===== config.mk =====
export PLATFORM = sky130hd
export DESIGN_NAME = decode_rename_buffer_flat
export DESIGN_NICKNAME = d
export VERILOG_FILES = /design/src/rtl/issue_stage_pkg.sv /design/src/rtl/decode_rename_buffer_if.sv /design/src/rtl/decode_rename_buffer.sv /design/src/flat_wrapper.sv
export SDC_FILE = /design/constraint.sdc
export NUM_CORES = 2
export LEC_CHECK = 0
export BUFFER_PORTS_ARGS = -buffer_cell sky130_fd_sc_hd__buf_2
export CORE_AREA = 2 2 234 236
export DETAILED_ROUTE_END_ITERATION = 10
export DIE_AREA = 0 0 236 238
export PLACE_DENSITY = 0.75
export SLEW_MARGIN = 10
export SYNTH_ARGS = -nofsm -noshare
export SYNTH_HDL_FRONTEND = slang
export SYNTH_SLANG_ARGS = --single-unit

===== constraint.sdc =====
create_clock -name clk -period 4.8 [get_ports clk]
set_input_delay 0.48 -clock clk [delete_from_list [all_inputs] [get_ports clk]]
set_output_delay 0.48 -clock clk [all_outputs]
set_load 0.1 [all_outputs]

===== src/rtl/issue_stage_pkg.sv =====
// Issue-stage shared types: the decoded payload that travels from
// decode through rename and dispatch.
package issue_stage_pkg;
  localparam int ARCH_ADDR_WIDTH = 5;
  localparam int PC_WIDTH_DEF = 32;

  typedef struct packed {
    logic [ARCH_ADDR_WIDTH-1:0] rs1_arch;
    logic [ARCH_ADDR_WIDTH-1:0] rs2_arch;
    logic [ARCH_ADDR_WIDTH-1:0] rd_arch;
    logic rd_write_enable;
    logic branch;
    logic load_store;
    logic [PC_WIDTH_DEF-1:0] pc;
  } rename_entry_t;
endpackage


===== src/rtl/decode_rename_buffer_if.sv =====
// Decode-to-rename handshake bundle: 3-wide push from decode, 3-wide
// grant/pop toward the RAT.
interface decode_rename_buffer_if;
  import issue_stage_pkg::*;

  logic [2:0] in_valid;
  rename_entry_t in_entry_0;
  rename_entry_t in_entry_1;
  rename_entry_t in_entry_2;
  logic in_ready;
  rename_entry_t out_entry_0;
  rename_entry_t out_entry_1;
  rename_entry_t out_entry_2;
  logic [2:0] out_valid;
  logic [2:0] rename_ready;
  logic [2:0] lsq_alloc_ready;

  modport slave (
    input  in_valid, in_entry_0, in_entry_1, in_entry_2,
    input  rename_ready, lsq_alloc_ready,
    output in_ready, out_valid,
    output out_entry_0, out_entry_1, out_entry_2
  );

  modport master (
    output in_valid, in_entry_0, in_entry_1, in_entry_2,
    output rename_ready, lsq_alloc_ready,
    input  in_ready, out_valid,
    input  out_entry_0, out_entry_1, out_entry_2
  );
endinterface


===== src/rtl/decode_rename_buffer.sv =====
// In-order circular buffer between the 3-wide decoder and the RAT;
// out_valid is both the grant and the pop.
module decode_rename_buffer
  import issue_stage_pkg::*;
#(
  parameter int DEPTH = 8,
  parameter int PC_WIDTH = PC_WIDTH_DEF
) (
  input  logic clk,
  input  logic reset,
  input  logic flush,
  decode_rename_buffer_if.slave bus,
  output logic [$clog2(DEPTH):0] occupancy,
  output logic empty,
  output logic full
);
  localparam int AW = $clog2(DEPTH);
  localparam int OW = AW + 1;

  if (DEPTH < 4 || (DEPTH & (DEPTH - 1)) != 0) begin : g_bad_depth
    $error("decode_rename_buffer: DEPTH must be a power of two >= 4");
  end
  if (PC_WIDTH != PC_WIDTH_DEF) begin : g_bad_pc
    $error("decode_rename_buffer: PC_WIDTH must match rename_entry_t");
  end

  rename_entry_t mem [DEPTH];
  rename_entry_t in_ent [3];
  rename_entry_t view [3];
  logic [AW-1:0] head;
  logic [AW-1:0] tail;
  logic [1:0] k;
  logic [1:0] p;
  logic [1:0] lsq_avail;
  logic [1:0] ls_cnt;
  logic [2:0] grant;
  logic chain;
  logic in_ready;

  assign in_ent[0] = bus.in_entry_0;
  assign in_ent[1] = bus.in_entry_1;
  assign in_ent[2] = bus.in_entry_2;

  // Registered occupancy only, so in_ready never waits on the RAT.
  assign in_ready = occupancy <= OW'(DEPTH - 3);
  assign bus.in_ready = in_ready;

  assign k = in_ready ? 2'(bus.in_valid[0]) + 2'(bus.in_valid[1])
                        + 2'(bus.in_valid[2]) : 2'd0;
  assign lsq_avail = 2'(bus.lsq_alloc_ready[0])
                   + 2'(bus.lsq_alloc_ready[1])
                   + 2'(bus.lsq_alloc_ready[2]);

  always_comb begin
    for (int i = 0; i < 3; i++) begin
      view[i] = mem[head + AW'(i)];
    end
  end

  // Grant chain: a slot needs a free preg, enough LSQ slots for every
  // memory op up to and including it, and all older slots granted.
  always_comb begin
    grant = '0;
    ls_cnt = '0;
    chain = !flush;
    for (int i = 0; i < 3; i++) begin
      ls_cnt = ls_cnt + 2'(view[i].load_store);
      chain = chain && (OW'(i) < occupancy)
              && bus.rename_ready[i] && (ls_cnt <= lsq_avail);
      grant[i] = chain;
    end
  end

  assign p = 2'(grant[0]) + 2'(grant[1]) + 2'(grant[2]);

  assign bus.out_valid = grant;
  assign bus.out_entry_0 = view[0];
  assign bus.out_entry_1 = view[1];
  assign bus.out_entry_2 = view[2];

  assign empty = occupancy == '0;
  assign full = occupancy == OW'(DEPTH);

  always_ff @(posedge clk) begin
    if (!reset) begin
      head <= '0;
      tail <= '0;
      occupancy <= '0;
    end else if (flush) begin
      head <= '0;
      tail <= '0;
      occupancy <= '0;
    end else begin
      head <= head + AW'(p);
      tail <= tail + AW'(k);
      occupancy <= occupancy + OW'(k) - OW'(p);
    end
  end

  always_ff @(posedge clk) begin
    if (reset && !flush) begin
      for (int i = 0; i < 3; i++) begin
        if (2'(i) < k) mem[tail + AW'(i)] <= in_ent[i];
      end
    end
  end

  a_in_contig: assert property (@(posedge clk) disable iff (!reset)
    (bus.in_valid & (bus.in_valid + 3'd1)) == 3'd0);
  a_out_contig: assert property (@(posedge clk) disable iff (!reset)
    (grant & (grant + 3'd1)) == 3'd0);
endmodule


===== src/flat_wrapper.sv =====
// flat-port wrapper written by rule: the top's interface ports become plain ports
module decode_rename_buffer_flat import issue_stage_pkg::*;
#(
  parameter int DEPTH = 8,
  parameter int PC_WIDTH = PC_WIDTH_DEF
)
  (clk, reset, flush, occupancy, empty, full, bus_in_valid, bus_in_entry_0, bus_in_entry_1, bus_in_entry_2, bus_rename_ready, bus_lsq_alloc_ready, bus_in_ready, bus_out_valid, bus_out_entry_0, bus_out_entry_1, bus_out_entry_2);
  decode_rename_buffer_if bus_i ();
  input  logic clk;
  input  logic reset;
  input  logic flush;
  output logic [$clog2(DEPTH):0] occupancy;
  output logic empty;
  output logic full;
  input wire logic [$bits(bus_i.in_valid)-1:0] bus_in_valid;
  input wire logic [$bits(bus_i.in_entry_0)-1:0] bus_in_entry_0;
  input wire logic [$bits(bus_i.in_entry_1)-1:0] bus_in_entry_1;
  input wire logic [$bits(bus_i.in_entry_2)-1:0] bus_in_entry_2;
  input wire logic [$bits(bus_i.rename_ready)-1:0] bus_rename_ready;
  input wire logic [$bits(bus_i.lsq_alloc_ready)-1:0] bus_lsq_alloc_ready;
  output wire logic [$bits(bus_i.in_ready)-1:0] bus_in_ready;
  output wire logic [$bits(bus_i.out_valid)-1:0] bus_out_valid;
  output wire logic [$bits(bus_i.out_entry_0)-1:0] bus_out_entry_0;
  output wire logic [$bits(bus_i.out_entry_1)-1:0] bus_out_entry_1;
  output wire logic [$bits(bus_i.out_entry_2)-1:0] bus_out_entry_2;
  assign bus_i.in_valid = bus_in_valid;
  assign bus_i.in_entry_0 = bus_in_entry_0;
  assign bus_i.in_entry_1 = bus_in_entry_1;
  assign bus_i.in_entry_2 = bus_in_entry_2;
  assign bus_i.rename_ready = bus_rename_ready;
  assign bus_i.lsq_alloc_ready = bus_lsq_alloc_ready;
  assign bus_in_ready = bus_i.in_ready;
  assign bus_out_valid = bus_i.out_valid;
  assign bus_out_entry_0 = bus_i.out_entry_0;
  assign bus_out_entry_1 = bus_i.out_entry_1;
  assign bus_out_entry_2 = bus_i.out_entry_2;
  decode_rename_buffer #(.DEPTH(DEPTH), .PC_WIDTH(PC_WIDTH)) u_core (.clk(clk), .reset(reset), .flush(flush), .bus(bus_i), .occupancy(occupancy), .empty(empty), .full(full));
endmodule

==> out/metrics.yaml <==
yosys:
  synth_cells: 3094
  mappedNetlistNets: 3281
  synth_seq_cells: 410
  seq_area_frac_synth: 0.419
  synthesis.area_sq_mm: 0.0292
  synth_cell_type_count: 53
  ys_async_sr_fraction: 0
  synth-edff-count: 400
  ys.flop_type: "edfxtp_1"
  synth_area_per_cell_sq_um: 9.43
  yosys_warnings: 0
final_layout:
  multi_input_area_sq_mm: 0.0156
  final_common_cell: "nor2_1"
  finalNetCount: 3335
  nFillCells: 4333
  finalInstanceArea_sq_mm: 0.0325
  area_delta_synth_final_pct: 11.5
  register_area_sq_mm: 0.0122
  drive_gt1_frac: 0.252
  final_cell_mix: "610 x nor2_1, 602 x nand2_1, 400 x edfxtp_1, 319 x buf_2"
clock_network:
  cts_sinks: 410
  post_cts_buffers: 0
  cts_tree: "yes"
  cts_resized: 0
  clockBufferDepth: 3
  clk_latency_ns: 0.60
  htree_levels: 2
  ctsHoldBuffers: 0
  root_buffer: "clkbuf_16"
  cts_made_buffers: 45
  clkTransAtPathRegs_ns: 0.06
sta:
  whs_ns: 0.287
  slew_violations: 0
  finalHoldViolCount: 0
  worst_slew_pin_slew_ns: 1.21
  setup_viol: 0
  period_needed_ns: 4.48
  finClkSkew_ns: 0.0220
  fmax_mhz: 223
  maxSlewHeadroom: 0.190
  finalSetupTns_ns: 0
  rsz0062_at_grt: "no"
  period_share: 0.933
critical_path:
  crit_type: "flop to flop"
  cp_data_arrival_time_ns: 4.97
  cp-end-kind: "flop"
  start_kind: "flop"
  cp.required_ns: 5.29
  critPathMaxFanout: 153
die:
  die_w_microns: 236
  initial_core_util: 0.545
  dieArea_sq_mm: 0.0562
  rows: 85
  ios: 322
  core_area_sq_mm: 0.0535
  die_height_microns: 238
run:
  maxCapViolCount: 0
drt:
  antenna_left: 0
  route.detailed.drc: 0
  wire_per_inst_microns: 28.7
  dr.pass1.iters: 9
  totalWireLength_microns: 112000
  vias: 28041
  viasPerCell: 7.20
  drt-initial-drc-count: 5140
global_routing:
  first_global_vias: 26931
  grt_max_degree: 154
  globalRouteOverflowTotal: 0
  antenna_found_initial: 22
  grt_usage: 0.388
  grt_pass1_wl_microns: 164000
placed_design:
  place_area_sq_mm: 0.0311
  dp_hpwl_microns: 64300
  gp_congestion: 0.884
  io_buffers: 321
power_and_ir_drop:
  p_leak_nw: 11.3
  p_per_area_mw_per_mm2: 373
  ir_worst_vdd_v: 0.000307
  finalPower_mw: 12.1
hold_path:
  hold_path_class: "primary input to flop"
status:
  status: "finished clean"
## metrics by stage
step	setup slack (ns)	utilization	std cells
global placement	0.412	0.580	3797
global route	0.0607	0.607	3886
detailed placement	0.313	0.580	3797
CTS	0.310	0.607	3877
floorplan	-1.40	-	3094
finish	0.321	0.608	3895
## power breakdown
part | internal (mW) | total, mW | switching, mW
registers | 4.17 | 4.29 | 0.120
logic | 1.10 | 4.34 | 3.24
clock network | 1.97 | 3.51 | 1.54
## final cells by class
cell class	instances	area share
tap	696	0.0268
multi-input combinational	2282	0.479
clock inverter	25	0.00727
clock buffer	55	0.0364
antenna	18	0.00139
sequential	410	0.376
inverter	19	0.00231
timing repair buffer	390	0.0709
## routing by layer
| metal | part of all wire | GRT usage | vias up |
|---|---|---|---|
| met1 | 0.33 | 0.500 | 13245 |
| li1 | - | - | 11485 |
| met5 | 0.00045 | 0 | - |
| met3 | 0.16 | 0.116 | 610 |
| met4 | 0.061 | 0.207 | 8 |
| met2 | 0.44 | 0.592 | 2693 |
## critical path, cell delays in order (launching register included)
cell,delay [ns]
dfxtp_4,0.37
buf_12,0.57
nand2_1,0.24
o21a_1,0.21
fa_1,0.36
inv_1,0.07
ha_1,0.23
nor2b_1,0.14
o21ai_0,0.26
nand4_1,0.19
fa_2,0.42
inv_2,0.08
fa_1,0.43
inv_2,0.09
ha_1,0.22
a21o_1,0.17
a21oi_2,0.13
xnor2_1,0.13
nor2_1,0.06
## cell usage after synthesis, drive strengths merged, types with 3 or more instances
cell type,n,area share
clkbuf,219,0.030
mux2i,52,0.018
and2,11,0.0024
nand2b,3,0.00064
nand4,17,0.0036
a221oi,200,0.060
o211ai,3,0.00077
nand2,602,0.077
o21ai,152,0.026
nor4,8,0.0037
edfxtp,400,0.41
ha,17,0.0073
xnor2,5,0.0018
mux2,149,0.058
buf,164,0.026
dfxtp,10,0.0069
inv,19,0.0024
nor2,614,0.079
mux4,150,0.12
nand3,9,0.0015
fa,8,0.0055
a31oi,200,0.043
nor2b,5,0.0011
nor3,50,0.0086
## worst paths after layout
kind                       startpoint                   to  slack [ns]  depth (start not counted)
setup / recovery       u_core.head[1]  u_core.occupancy[3]        0.32                         18
hold / removal     bus_in_entry_2[26]    u_core.mem[5][26]        0.29                          3
setup reg to reg       u_core.head[1]  u_core.occupancy[3]        0.32                         18
hold reg to reg   u_core.occupancy[3]  u_core.occupancy[3]        0.78                          4
## flip-flops by register name, indices dropped and copies added, names as in the netlist
register,cells
u_core.mem,400
u_core.occupancy,4
u_core.head,3
u_core.tail,3
## kinds of logic (layout without fill, tap and decap cells)
group,count (synthesis),count (layout),share of synthesized area
compound gates,565,565,0.133
xor+xnor,7,7,0.00300
fa+ha+maj,25,25,0.0128
buf+inv,402,489,0.0584
flops,410,410,0.419
mux,351,351,0.191
other cells,0,18,0
simple gates,1334,1334,0.183
No activity file was read; power rests on OpenSTA's default activity.
